$ cat config.mk
export PLATFORM = sky130hd
export DESIGN_NAME = lane_stripes_flat
export DESIGN_NICKNAME = d
export VERILOG_FILES = /design/src/rtl/lane_stripes_if.sv /design/src/rtl/lane_stripes.sv /design/src/flat_wrapper.sv
export SDC_FILE = /design/constraint.sdc
export NUM_CORES = 1
export LEC_CHECK = 0
export CAP_MARGIN = 20
export CORE_AREA = 4 4 532 534
export CTS_BUF_LIST = sky130_fd_sc_hd__clkbuf_16
export DETAILED_ROUTE_END_ITERATION = 8
export DIE_AREA = 0 0 536 538
export HOLD_SLACK_MARGIN = 0.08
export PLACE_DENSITY = 0.3
export SETUP_SLACK_MARGIN = 0.5
export SYNTH_ARGS = -nofsm -noshare
export SYNTH_HDL_FRONTEND = slang
export SYNTH_HIERARCHICAL = 1
export SYNTH_SLANG_ARGS = --single-unit
export TNS_END_PERCENT = 30
$ cat constraint.sdc
create_clock -name Clk -period 4.35 [get_ports Clk]
set_input_delay 0.87 -clock Clk [delete_from_list [all_inputs] [get_ports Clk]]
set_output_delay 0.87 -clock Clk [all_outputs]
set_load 0.02 [all_outputs]
$ cat src/rtl/lane_stripes_if.sv
// Signal bundle between the game logic and the lane-stripe generator.
// The master drives the control inputs. The slave produces the stripe geometry.
interface lane_stripes_if;
   logic        frame_clk;
   logic        start;
   logic        menuLive;
   logic [10:0] difficulty;
   logic [10:0] StripeX [60];
   logic [10:0] StripeY [60];
   logic [10:0] Stripe_width;
   logic [10:0] Stripe_height;

   modport master (
      output frame_clk, start, menuLive, difficulty,
      input  StripeX, StripeY, Stripe_width, Stripe_height
   );

   modport slave (
      input  frame_clk, start, menuLive, difficulty,
      output StripeX, StripeY, Stripe_width, Stripe_height
   );
endinterface

$ cat src/rtl/lane_stripes.sv
// Scrolling road-stripe generator. Sixty stripes are arranged as 6 columns x 10 rows.
// They scroll down by a speed that ramps toward a difficulty-derived target.
module lane_stripes #(
   parameter int COL_X0      = 80,
   parameter int COL_PITCH   = 96,
   parameter int ROW_PITCH   = 48,
   parameter int STRIPE_W    = 8,
   parameter int STRIPE_H    = 32,
   parameter int MAX_SPEED   = 12,
   parameter int RAMP_FRAMES = 8
) (
   input logic           Clk,
   input logic           Reset,
   lane_stripes_if.slave bus
);
   localparam int              N_STRIPES    = 60;
   localparam int              N_ROWS       = 10;
   localparam logic [11:0]     MAX_SPEED_12 = 12'(MAX_SPEED);
   localparam logic [7:0]      RAMP_LAST    = 8'(RAMP_FRAMES - 1);
   localparam logic [7:0]      ROW_PITCH_8  = 8'(ROW_PITCH);

   typedef enum logic [1:0] {
      IDLE = 2'd0,
      RUN  = 2'd1,
      HOLD = 2'd2
   } state_t;

   state_t      r_state;
   state_t      w_state_nxt;
   logic        r_frame_prev;
   logic        w_frame_evt;
   logic        w_advance;
   logic [5:0]  r_offset;
   logic [5:0]  w_offset_nxt;
   logic [7:0]  r_speed;
   logic [7:0]  w_speed_nxt;
   logic [7:0]  r_ramp;
   logic [7:0]  w_ramp_nxt;
   logic [7:0]  w_sum;
   logic [11:0] w_diff2;
   logic [11:0] w_target;
   logic [10:0] r_stripe_y [N_STRIPES];

   assign w_frame_evt = bus.frame_clk & ~r_frame_prev;
   // Doubling in 12 bits keeps difficulty=2047 from wrapping below the ceiling.
   assign w_diff2     = {bus.difficulty, 1'b0};
   assign w_target    = (w_diff2 > MAX_SPEED_12) ? MAX_SPEED_12 : w_diff2;
   assign w_sum       = {2'b00, r_offset} + r_speed;

   // State transitions. A frame advances only while RUN is kept for this edge.
   always_comb begin
      w_state_nxt = r_state;
      w_advance   = 1'b0;
      case (r_state)
         IDLE: begin
            if (bus.start) w_state_nxt = RUN;
            else           w_state_nxt = IDLE;
         end
         RUN: begin
            if (!bus.start) begin
               w_state_nxt = IDLE;
            end else if (bus.menuLive) begin
               w_state_nxt = HOLD;
            end else begin
               w_state_nxt = RUN;
               w_advance   = w_frame_evt;
            end
         end
         HOLD: begin
            if (!bus.start)        w_state_nxt = IDLE;
            else if (!bus.menuLive) w_state_nxt = RUN;
            else                   w_state_nxt = HOLD;
         end
         default: w_state_nxt = IDLE;
      endcase
   end

   // Scroll offset and speed ramp. The offset moves by the speed held before this frame's ramp step.
   always_comb begin
      w_offset_nxt = r_offset;
      w_speed_nxt  = r_speed;
      w_ramp_nxt   = r_ramp;
      if (w_advance) begin
         if (w_sum >= ROW_PITCH_8) w_offset_nxt = 6'(w_sum - ROW_PITCH_8);
         else                      w_offset_nxt = 6'(w_sum);
         if (r_ramp == RAMP_LAST) begin
            w_ramp_nxt = 8'd0;
            if ({4'b0000, r_speed} < w_target)      w_speed_nxt = r_speed + 8'd1;
            else if ({4'b0000, r_speed} > w_target) w_speed_nxt = r_speed - 8'd1;
            else                                    w_speed_nxt = r_speed;
         end else begin
            w_ramp_nxt = r_ramp + 8'd1;
         end
      end else begin
         w_offset_nxt = r_offset;
      end
   end

   // Control state registers.
   always_ff @(posedge Clk) begin
      if (Reset) begin
         r_state      <= IDLE;
         r_frame_prev <= 1'b0;
         r_offset     <= 6'd0;
         r_speed      <= 8'd0;
         r_ramp       <= 8'd0;
      end else begin
         r_state      <= w_state_nxt;
         r_frame_prev <= bus.frame_clk;
         r_offset     <= w_offset_nxt;
         r_speed      <= w_speed_nxt;
         r_ramp       <= w_ramp_nxt;
      end
   end

   // Registered Y outputs. These lag the offset register by one clock.
   always_ff @(posedge Clk) begin
      if (Reset) begin
         for (int i = 0; i < N_STRIPES; i++)
            r_stripe_y[i] <= 11'((i % N_ROWS) * ROW_PITCH);
      end else begin
         for (int i = 0; i < N_STRIPES; i++)
            r_stripe_y[i] <= 11'((i % N_ROWS) * ROW_PITCH) + {5'b00000, r_offset};
      end
   end

   // Fixed geometry: the column X positions do not depend on state.
   always_comb begin
      for (int i = 0; i < N_STRIPES; i++) begin
         bus.StripeX[i] = 11'(COL_X0 + (i / N_ROWS) * COL_PITCH);
         bus.StripeY[i] = r_stripe_y[i];
      end
   end

   assign bus.Stripe_width  = 11'(STRIPE_W);
   assign bus.Stripe_height = 11'(STRIPE_H);

   lane_stripes_chk #(
      .ROW_PITCH (ROW_PITCH),
      .MAX_SPEED (MAX_SPEED)
   ) u_chk (
      .Clk      (Clk),
      .Reset    (Reset),
      .i_offset (r_offset),
      .i_speed  (r_speed),
      .i_state  (r_state)
   );
endmodule

// Invariants of the scroll datapath: offset stays inside one row pitch, speed stays under the ceiling, and the state is legal.
module lane_stripes_chk #(
   parameter int ROW_PITCH = 48,
   parameter int MAX_SPEED = 12
) (
   input logic       Clk,
   input logic       Reset,
   input logic [5:0] i_offset,
   input logic [7:0] i_speed,
   input logic [1:0] i_state
);
   a_offset_range: assert property (@(posedge Clk) disable iff (Reset)
      ({2'b00, i_offset} < 8'(ROW_PITCH)));
   a_speed_ceiling: assert property (@(posedge Clk) disable iff (Reset)
      (i_speed <= 8'(MAX_SPEED)));
   a_state_legal: assert property (@(posedge Clk) disable iff (Reset)
      (i_state != 2'd3));
endmodule
$ cat src/flat_wrapper.sv
// flat-port wrapper written by rule: the top's interface ports become plain ports
module lane_stripes_flat 
#(
   parameter int COL_X0      = 80,
   parameter int COL_PITCH   = 96,
   parameter int ROW_PITCH   = 48,
   parameter int STRIPE_W    = 8,
   parameter int STRIPE_H    = 32,
   parameter int MAX_SPEED   = 12,
   parameter int RAMP_FRAMES = 8
)
  (Clk, Reset, bus_frame_clk, bus_start, bus_menuLive, bus_difficulty, bus_StripeX, bus_StripeY, bus_Stripe_width, bus_Stripe_height);
  lane_stripes_if bus_i ();
  input logic Clk;
  input logic Reset;
  input wire logic [$bits(bus_i.frame_clk)-1:0] bus_frame_clk;
  input wire logic [$bits(bus_i.start)-1:0] bus_start;
  input wire logic [$bits(bus_i.menuLive)-1:0] bus_menuLive;
  input wire logic [$bits(bus_i.difficulty)-1:0] bus_difficulty;
  output wire logic [$bits(bus_i.StripeX)-1:0] bus_StripeX;
  output wire logic [$bits(bus_i.StripeY)-1:0] bus_StripeY;
  output wire logic [$bits(bus_i.Stripe_width)-1:0] bus_Stripe_width;
  output wire logic [$bits(bus_i.Stripe_height)-1:0] bus_Stripe_height;
  assign bus_i.frame_clk = bus_frame_clk;
  assign bus_i.start = bus_start;
  assign bus_i.menuLive = bus_menuLive;
  assign bus_i.difficulty = bus_difficulty;
  assign bus_StripeX = {>>{bus_i.StripeX}};
  assign bus_StripeY = {>>{bus_i.StripeY}};
  assign bus_Stripe_width = bus_i.Stripe_width;
  assign bus_Stripe_height = bus_i.Stripe_height;
  lane_stripes #(.COL_X0(COL_X0), .COL_PITCH(COL_PITCH), .ROW_PITCH(ROW_PITCH), .STRIPE_W(STRIPE_W), .STRIPE_H(STRIPE_H), .MAX_SPEED(MAX_SPEED), .RAMP_FRAMES(RAMP_FRAMES)) u_core (.Clk(Clk), .Reset(Reset), .bus(bus_i));
endmodule
==> out/results.tsv, run 1 <==
stage	metric	value	unit
status	status	finished clean	
min_path	hold depth	2	
synthesis	Yosys cell types	45	
power	Leak	0.00585	uW
power	PwrDens	107	mW/mm2
place	Port Buffers	441	
global_route	antenna violations before repair	10	
timing	minimum clock period after layout	3690	ps
worst_setup_path	critical path launch point	bus_difficulty[3]	
timing	final hold violations	0	
synthesis	#FFs+latches synth	39	
synthesis	post-synthesis mux area share	0.660	%
job	max-capacitance violation count	0	
die	DIE AREA	0.288	mm2
min_path	HP Start	u_core/r_ramp[1]$_SDFFE_PP0P_	
route	final WL	33100	um
synthesis	XOR/XNOR Fraction of Synth Area	1.08	%
die	Core Area	0.278	mm2
timing	unrepaired setup endpoints after global routing	no	
final_layout	most frequent cells in the layout	920 x conb_1, 433 x clkdlybuf4s50_1, 29 x buf_4	
cts	Clock transition at path regs	70	ps
global_route	routing usage on met2	3.58	%
worst_setup_path	Critical Path Start Type	input pin	
global_route	global routing usage on met1	2.11	%
global_route	total gr overflow	0	
place	routability congestion estimate	0.588	
timing	Fmax	271	MHz
timing	worst slew pin tran	1020	ps
final_layout	# fillers	32900	
final_layout	layout cells sized above 1	4.78	%
final_layout	Layout area overhead	25.7	%
global_route	number of global-route vias before repair	4896	
route	DRC	0	
cts	clock buffer count from CTS	5	
timing	clk_skew	15.0	ps
worst_setup_path	critical path arrival	3910	ps
die	Initial Util	4.36	%
synthesis	adder-cell area share of the yosys netlist	3.11	%
die	Die Wd	536	um
worst_setup_path	Crit Reg-Reg Startpoint	u_core/r_speed[0]$_SDFFE_PP0P_	
final_layout	Nets	1675	
timing	final hold slack	498	ps
cts	CTS tree	built	
timing	final setup vio count	0	
synthesis	post-synthesis sequential area ratio	6.43	%
worst_setup_path	Crit Path Max Fanout	6	
place	Detailed Place HPWL	27900	um
die	Die Y	538	um
synthesis	dominant synthesized flop cell	dfxtp_1	
worst_setup_path	Req. time, crit path	4580	ps
route	drt pass-1 iters	4	
synthesis	mean post-synth cell area	7.75	um2
global_route	largest net degree at the start of global routing	61	
min_path	min-delay worst type	register to register	
synthesis	Post-Syn Instances	1567	
worst_setup_path	R2R setup slack	1120	ps
place	Setup WS pre-CTS	-194	ps
cts	hold_buf cts	0	
worst_setup_path	critical path type	input pin to register	
die	num ports	1358	
timing	Final Max Tran Viols	0	
worst_setup_path	r2r endpoint	u_core/r_offset[5]$_SDFFE_PP0P_	
worst_setup_path	crit path capture type	register	
timing	Rel. slew slack	32.1	%
synthesis	Post-Synth Simple-Gate Area	3.75	%
min_path	Hold Path Sink	u_core/r_ramp[1]$_SDFFE_PP0P_	
global_route	first-pass GRT wire length	37200	um
timing	final worst-path cycle share	84.8	%
synthesis	asr flop ratio synth	0	%
route	vias	6267	
synthesis	largest family of logic cells by synthesized area	buffers and inverters	
synthesis	synthesized cell area	0.0121	mm2
synthesis	Ys Warns	6	
die	row cnt	194	
power	Tot Pwr	1640	uW
cts	CTS H-tree lvls	2	
route	drt initial violations	79	
timing	Final WS setup	662	ps
cts	Root Buffer	clkbuf_16	
synthesis	Synth top area share	82.2	%
synthesis	post-synthesis cell type with the largest combined area	buf_4	
cts	clock sink count	39	
route	Vias/cell	1.17	
synthesis	Synth area leaders	buf_4 82%, dfxtp_1 6.4%, ha_1 2.8%	
route	drt wl/cell	6.17	um
global_route	layer with the highest usage	met2	
cts	Longest Clk Path Bufs	2	
worst_setup_path	reg2reg path depth	12	
synthesis	Compound-Gate Fraction of Synth Area	2.13	%
global_route	total track usage	1.87	%
route	Post-DRT Antenna Nets	0	
global_route	met3 Track Usage GR	0.194	%
final_layout	most common cell after layout, fill and taps aside	conb_1	
synthesis	number of synthesized flops with an enable pin	0	
cts	Worst-Skew Late Latency	300	ps
power	maximum vdd drop	136	uV
==> worst max-delay path: stages <==
cell and delay, ps:
dlygate4sd2_1 240, nor4_2 290, nand3_2 200, nor2_4 150
ha_4 220, a21oi_4 120, nand2_2 80, a21o_4 260
ha_4 230, buf_4 130, a21o_1 170, nand2_2 80
nand3_4 80, and3_4 160, or4_1 470, a21oi_1 150
==> report_power, final <==
| part | internal (uW) | leakage (uW) | switching (uW) |
|---|---|---|---|
| Clock | 333 | 0.0000960 | 177 |
| Combinational | 25.1 | 0.00544 | 741 |
| Sequential | 358 | 0.000317 | 2.01 |
==> cells by family (layout without fill, tap and decap cells) <==
logic type               after synthesis  after routing
buffers and inverters               1347            493
flip-flops                            39             39
multiplexers                           8              8
adder cells (fa/ha/maj)               29             29
other                                  2            929
XOR/XNOR                              15             15
AO/OA/AOI/OAI                         39             39
AND/OR/NAND/NOR                       88             88
==> through the flow <==
stage | setup TNS [ps] | std cells | util [%] | instance area [um2]
CTS | 0 | 5352 | 5.45 | 15200
global placement | -158 | 5343 | 5.34 | 14900
floorplan | 0 | 2485 | - | 15600
finish | 0 | 5364 | 5.48 | 15300
global route | 0 | 5356 | 5.48 | 15200
detailed placement | -250 | 5343 | 5.34 | 14900
==> state kept, by name, summed over array words and instances (netlist names) <==
signal and count:
u_core/r_offset 6, u_core/r_state 2, u_core/r_speed 8, u_core/r_frame_prev 1, u_core/r_ramp 8, u_core/r_stripe_y 14
==> synthesized netlist by cell type, types with 2 or more instances <==
cell type and number:
or4_1 2, nor2b_1 9, ha_1 27, o21ai_1 2
o22ai_1 2, o211ai_1 2, inv_1 15, nand2_1 22
nor4_1 3, nand3_1 7, clkbuf_1 2, xnor2_1 7
mux2i_1 8, a211oi_1 2, conb_1 2, nand2b_1 4
and3_2 2, buf_4 1330, fa_1 2, a21oi_1 16
a21o_1 4, nor2_1 28, xor2_1 8, o21ai_0 2
dfxtp_1 39
==> worst max path at each step <==
stage / end / depth (start not counted)
floorplan: u_core/r_speed[7]$_SDFFE_PP0P_ / 14
global placement: u_core/r_speed[7]$_SDFFE_PP0P_ / 15
detailed placement: u_core/r_speed[7]$_SDFFE_PP0P_ / 15
CTS: u_core/r_speed[7]$_SDFFE_PP0P_ / 15
global route: u_core/r_speed[7]$_SDFFE_PP0P_ / 16
finish: u_core/r_speed[7]$_SDFFE_PP0P_ / 16
==> area by class of cell <==
type | count | area [um2] | area share, %
clock buffers | 5 | 125 | 0.820
well taps | 3724 | 4660 | 30.5
flip-flops and latches | 39 | 797 | 5.22
clock inverters | 3 | 71.3 | 0.467
inverters | 15 | 56.3 | 0.369
repair buffers | 470 | 4630 | 30.3
multi-input cells | 1099 | 4910 | 32.2
diodes | 9 | 22.5 | 0.148
==> metal layers <==
layer,up-vias,wire length (um)
met5,-,0
met4,0,525
met3,14,3970
met2,818,17200
met1,2736,11400
li1,2699,-
==> what timing repair did <==
action,in CTS,in global routing
buffers inserted,1,3
resized for setup,24,10
setup endpoints to repair,4,2
pin swaps,16,18
No activity file was read; power rests on OpenSTA's default activity.
==> run 2, diff against run 1 <==
- clock period: 4.35 -> 3.6 ns (I/O delays scaled with it)
==> out/results.tsv, run 2 (synthesis results as in run 1) <==
stage	metric	value	unit	change
timing	clk_skew	12.6	ps	-2.41 ps
timing	Rel. slew slack	43.1	%	+11 points
place	Detailed Place HPWL	25900	um	-7.3%
die	DIE AREA	0.288	mm2	unchanged
die	Core Area	0.278	mm2	unchanged
route	Post-DRT Antenna Nets	0		unchanged
die	Die Wd	536	um	unchanged
route	Vias/cell	1.16		-0.45%
worst_setup_path	critical path type	input pin to register		
global_route	global routing usage on met1	1.82	%	-0.29 points
worst_setup_path	critical path arrival	3540	ps	-370 ps
route	vias	6246		-0.34%
min_path	min-delay worst type	register to register		
timing	Setup TNS	0	ps	unchanged
power	P_sw	1130	uW	+22%
final_layout	Nets	1685		+0.60%
place	Port Buffers	441		unchanged
cts	hold_buf cts	0		unchanged
worst_setup_path	Req. time, crit path	3840	ps	-740 ps
global_route	largest net degree at the start of global routing	61		unchanged
place	routability congestion estimate	0.583		-0.82%
timing	final setup vio count	0		unchanged
global_route	first-pass GRT wire length	35700	um	-4.1%
global_route	number of global-route vias before repair	5053		+3.2%
final_layout	Top Registers	u_core/r_stripe_y x14, u_core/r_ramp x8, u_core/r_speed x8		
power	sequential share of power	22.6	%	+0.6 points
die	Die Y	538	um	unchanged
route	DRC	0		unchanged
cts	Clock transition at path regs	80	ps	about the same
route	drt initial violations	97		+23%
cts	CTS H-tree lvls	2		unchanged
final_layout	most frequent cells in the layout	920 x conb_1, 429 x clkdlybuf4s50_1, 33 x buf_4		
route	final WL	30800	um	-7.1%
die	Initial Util	4.36	%	unchanged
place	Cells after DPL	5347		+0.075%
final_layout	Largest register FFs	14		unchanged
power	PwrDens	125	mW/mm2	+16%
final_layout	Layout area overhead	26.6	%	
global_route	total track usage	1.74	%	-0.13 points
global_route	antenna violations before repair	7		-3
final_layout	Finished Layout Cells	5370		+0.11%
worst_setup_path	crit path capture type	register		
power	Leak	0.00589	uW	+0.67%
power	maximum vdd drop	225	uV	+66%
job	max-capacitance violation count	0		unchanged
global_route	routing usage on met2	3.47	%	-0.11 points
cts	Worst-Skew Late Latency	310	ps	about the same
global_route	met3 Track Usage GR	0.254	%	+0.060 points
route	drt pass-1 iters	4		unchanged
cts	clock buffer count from CTS	5		unchanged
status	status	finished clean		
cts	CTS tree	built		
final_layout	most common cell after layout, fill and taps aside	conb_1		
power	combinational power share	48.4	%	+1.6 points
worst_setup_path	Critical Path Start Type	input pin		
die	row cnt	194		unchanged
route	drt wl/cell	5.73	um	-7.2%
worst_setup_path	Crit Path Max Fanout	6		unchanged
cts	Root Buffer	clkbuf_16		
timing	final worst-path cycle share	91.5	%	
cts	Longest Clk Path Bufs	2		unchanged
die	num ports	1358		unchanged
final_layout	layout cells sized above 1	5.73	%	+0.95 points
timing	Final Max Tran Viols	0		unchanged
final_layout	Biggest register	u_core/r_stripe_y		
power	Cell Int Power	793	uW	+11%
power	clock share of power	29.1	%	-2.1 points
timing	unrepaired setup endpoints after global routing	yes		
cts	clock sink count	39		unchanged
timing	Fmax	304	MHz	
global_route	layer with the highest usage	met2		
power	switching share of power	58.7	%	+2.5 points
timing	minimum clock period after layout	3290	ps	
timing	worst slew pin tran	854	ps	-165 ps
global_route	total gr overflow	0		unchanged
timing	final hold violations	0		unchanged
==> run 2: cell type report <==
cell class	instances	area, um2
Multi-Input combinational cell	1099	4950
Timing Repair Buffer	480	4720
Inverter	15	56.3
Fill cell	32900	263000
Antenna cell	5	12.5
Clock inverter	3	46.3
Tap cell	3724	4660
Clock buffer	5	125
Sequential cell	39	797
==> run 2: what timing repair did <==
action,in CTS,in global routing
pin swaps,24,14
setup endpoints to repair,9,8
resized for setup,58,14
buffers inserted,10,0
==> run 2: routing by layer <==
metal / up-vias / wire [um]
li1: 2715 / -
met1: 2705 / 9940
met2: 816 / 16400
met3: 10 / 4010
met4: 0 / 391
met5: - / 0
==> run 2: power by group through the flow <==
stage                     logic (uW)  registers, uW  clock network (uW)
after floorplan                 1620            445                   0
after global placement           888            443                   0
after detailed placement         888            443                   0
after CTS                        890            433                 610
after global routing             992            433                 619
final                            928            433                 558
==> run 2: path summary, 6_finish.rpt <==
check                                       endpoint  cells after the start  slack (ps)                       startpoint
hold reg to reg   u_core/r_stripe_y[1][8]$_SDFF_PP0_                      1         470  u_core/r_offset[0]$_SDFFE_PP0P_
setup / recovery      u_core/r_speed[7]$_SDFFE_PP0P_                     15         310                bus_difficulty[5]
hold / removal    u_core/r_stripe_y[1][8]$_SDFF_PP0_                      1         470  u_core/r_offset[0]$_SDFFE_PP0P_
setup reg to reg     u_core/r_offset[5]$_SDFFE_PP0P_                     12         570  u_core/r_offset[0]$_SDFFE_PP0P_
==> run 2: worst max-delay path, cell delays in order <==
cell	delay, ps
buf_6	90
nor4_4	310
nand3_4	150
nor2_4	130
ha_4	210
a21oi_2	130
nand2_2	70
a21o_4	250
ha_4	290
nand2_2	50
or3b_4	410
nand3_4	70
a21oi_2	60
or4_1	460
a21oi_1	130
==> run 2: through the flow <==
step | instance area (um2) | setup WS, ps | hold WS (ps) | total power, uW | util (%)
final | 15400 | 307 | 466 | 1920 | 5.52
after floorplan | 15600 | 194 | 445 | 2070 | -
after global placement | 14900 | -672 | 463 | 1330 | 5.36
after global routing | 15400 | 183 | 495 | 2040 | 5.52
after CTS | 15300 | 264 | 465 | 1930 | 5.49
after detailed placement | 14900 | -602 | 469 | 1330 | 5.36
==> run 3, diff against run 2 <==
- GPL_TIMING_DRIVEN: default -> 0
==> out/results.tsv, run 3 (synthesis results as in run 1) <==
stage	metric	value	unit	change
cts	Root Buffer	clkbuf_16		
cts	CTS H-tree lvls	2		unchanged
timing	final hold slack	477	ps	+11.2 ps
die	Core Area	0.278	mm2	unchanged
die	DIE AREA	0.288	mm2	unchanged
min_path	HP Start	u_core/r_offset[3]$_SDFFE_PP0P_		
global_route	total track usage	2.67	%	+0.93 points
place	routability congestion estimate	0.656		+12%
timing	Final Max Tran Viols	0		unchanged
worst_setup_path	Critical Path Start Type	input pin		
worst_setup_path	r2r endpoint	u_core/r_offset[5]$_SDFFE_PP0P_		
final_layout	most common cell after layout, fill and taps aside	buf_4		
die	Initial Util	4.36	%	unchanged
power	PwrDens	107	mW/mm2	-14%
cts	Worst-Skew Late Latency	290	ps	-20 ps
final_layout	Largest register FFs	14		unchanged
timing	final worst-path cycle share	96.1	%	+4.6 points
final_layout	most frequent cells in the layout	1337 x buf_4, 920 x conb_1, 429 x clkdlybuf4s50_1		
global_route	total gr overflow	0		unchanged
route	Vias/cell	1.49		+28%
timing	minimum clock period after layout	3460	ps	+165 ps
place	Detailed Place HPWL	40700	um	+57%
global_route	antenna violations before repair	9		+2
worst_setup_path	Crit Reg-Reg Startpoint	u_core/r_speed[0]$_SDFFE_PP0P_		
route	final WL	45200	um	+47%
route	drt wl/cell	6.76	um	+18%
global_route	first-pass GRT wire length	57400	um	+61%
min_path	Hold Path Sink	u_core/r_offset[3]$_SDFFE_PP0P_		
worst_setup_path	critical path type	input pin to register		
power	Leak	0.0127	uW	+110%
cts	Longest Clk Path Bufs	2		unchanged
die	Die Wd	536	um	unchanged
die	row cnt	194		unchanged
worst_setup_path	reg2reg path depth	12		unchanged
route	vias	9962		+59%
final_layout	Layout area overhead	109	%	
timing	unrepaired setup endpoints after global routing	yes		
place	Setup WS pre-CTS	-1290	ps	-686 ps
final_layout	Top Registers	u_core/r_stripe_y x14, u_core/r_ramp x8, u_core/r_speed x8		
cts	clock buffer count from CTS	5		unchanged
worst_setup_path	Req. time, crit path	3820	ps	-20 ps
timing	clk_skew	6.85	ps	-5.78 ps
power	Tot Pwr	2720	uW	+42%
global_route	largest net degree at the start of global routing	61		unchanged
route	drt initial violations	91		-6.2%
final_layout	Nets	2995		+78%
cts	Clock transition at path regs	60	ps	-20 ps
route	DRC	0		unchanged
die	num ports	1358		unchanged
timing	Rel. slew slack	44.3	%	+1.2 points
worst_setup_path	R2R setup slack	670	ps	+100 ps
worst_setup_path	critical path arrival	3680	ps	+140 ps
route	drt pass-1 iters	4		unchanged
global_route	number of global-route vias before repair	8514		+68%
route	Post-DRT Antenna Nets	0		unchanged
timing	final hold violations	0		unchanged
timing	worst slew pin tran	835	ps	-19.1 ps
worst_setup_path	Crit Path Max Fanout	6		unchanged
min_path	min-delay worst type	register to register		
cts	CTS tree	built		
timing	final setup vio count	0		unchanged
min_path	hold depth	2		+1
job	max-capacitance violation count	0		unchanged
die	Die Y	538	um	unchanged
place	Port Buffers	440		-0.23%
worst_setup_path	crit path capture type	register		
final_layout	layout cells sized above 1	47.9	%	+42 points
cts	clock sink count	39		unchanged
timing	Final WS setup	142	ps	-165 ps
timing	Fmax	289	MHz	-4.8%
final_layout	Biggest register	u_core/r_stripe_y		
power	maximum vdd drop	147	uV	-35%
status	status	finished clean		
-- run 3: cell count changes in the layout (fill, tap and decap cells not counted), sizes merged --
cell | previous run | this run
diode | 5 | 7
clkbuf | 5 | 7
buf | 46 | 1354
-- run 3: worst max path at each step --
stage	end	from	slack, ps
after floorplan	u_core/r_speed[7]$_SDFFE_PP0P_	bus_difficulty[9]	190
after global placement	u_core/r_speed[7]$_SDFFE_PP0P_	bus_difficulty[9]	-1280
after detailed placement	u_core/r_speed[7]$_SDFFE_PP0P_	bus_difficulty[9]	-1290
after CTS	u_core/r_speed[7]$_SDFFE_PP0P_	bus_difficulty[6]	-60
after global routing	u_core/r_speed[7]$_SDFFE_PP0P_	bus_difficulty[6]	-70
final	u_core/r_speed[7]$_SDFFE_PP0P_	bus_difficulty[6]	140
-- run 3: metal layers --
| metal | part of all wire (%) | global-route usage (%) | vias up |
|---|---|---|---|
| li1 | - | - | 5341 |
| met1 | 32 | 2.61 | 3786 |
| met2 | 53 | 5.30 | 819 |
| met3 | 14 | 0.981 | 16 |
| met4 | 0.93 | 0.559 | 0 |
| met5 | 0 | 0 | - |
-- run 3: stage by stage --
stage | utilization [%] | instances | setup TNS [ps] | instance area, um2
6_report | 9.12 | 6682 | 0 | 25400
4_1_cts | 9.07 | 6672 | -59.5 | 25300
2_1_floorplan | - | 2485 | 0 | 15600
5_1_grt | 9.12 | 6676 | -65.2 | 25400
3_5_place_dp | 8.94 | 6657 | -6100 | 24900
3_3_place_gp | 8.87 | 6649 | -124390 | 24700
-- run 3: area by class of cell --
| type | instances | area [um2] |
|---|---|---|
| diodes | 7 | 17.5 |
| plain buffers | 1332 | 9990 |
| clock buffers | 5 | 125 |
| clock inverters | 3 | 46.3 |
| fillers | 32500 | 253000 |
| inverters | 15 | 56.3 |
| multi-input cells | 1099 | 5030 |
| flip-flops and latches | 39 | 805 |
| well taps | 3724 | 4660 |
| repair buffers | 458 | 4670 |
-- run 3: repair_timing --
item | in CTS | in global routing
pin swaps | 21 | 23
hold buffers | 0 | 0
buffers inserted | 7 | 3
endpoints found under the setup margin | 10 | 7
gates resized for setup | 62 | 19
-- run 3: power by group --
part	total, uW	leakage [uW]	internal [uW]	switching [uW]
sequential	432	0.000319	430	1.84
combinational	1750	0.0123	698	1050
clock	538	0.0000805	330	208
total	2720	0.0127	1460	1260
-- run 3: worst max-delay path, stage by stage --
cell and delay [ps]:
buf_6 90, nor4_4 330, nand3_4 150, buf_6 150
nor2_4 170, ha_2 200, nand3b_1 110, nand2_2 70
a21o_4 260, ha_4 300, nand2_4 50, or3b_4 400
nand3_2 90, a21oi_2 60, or4_1 400, a21oi_1 140
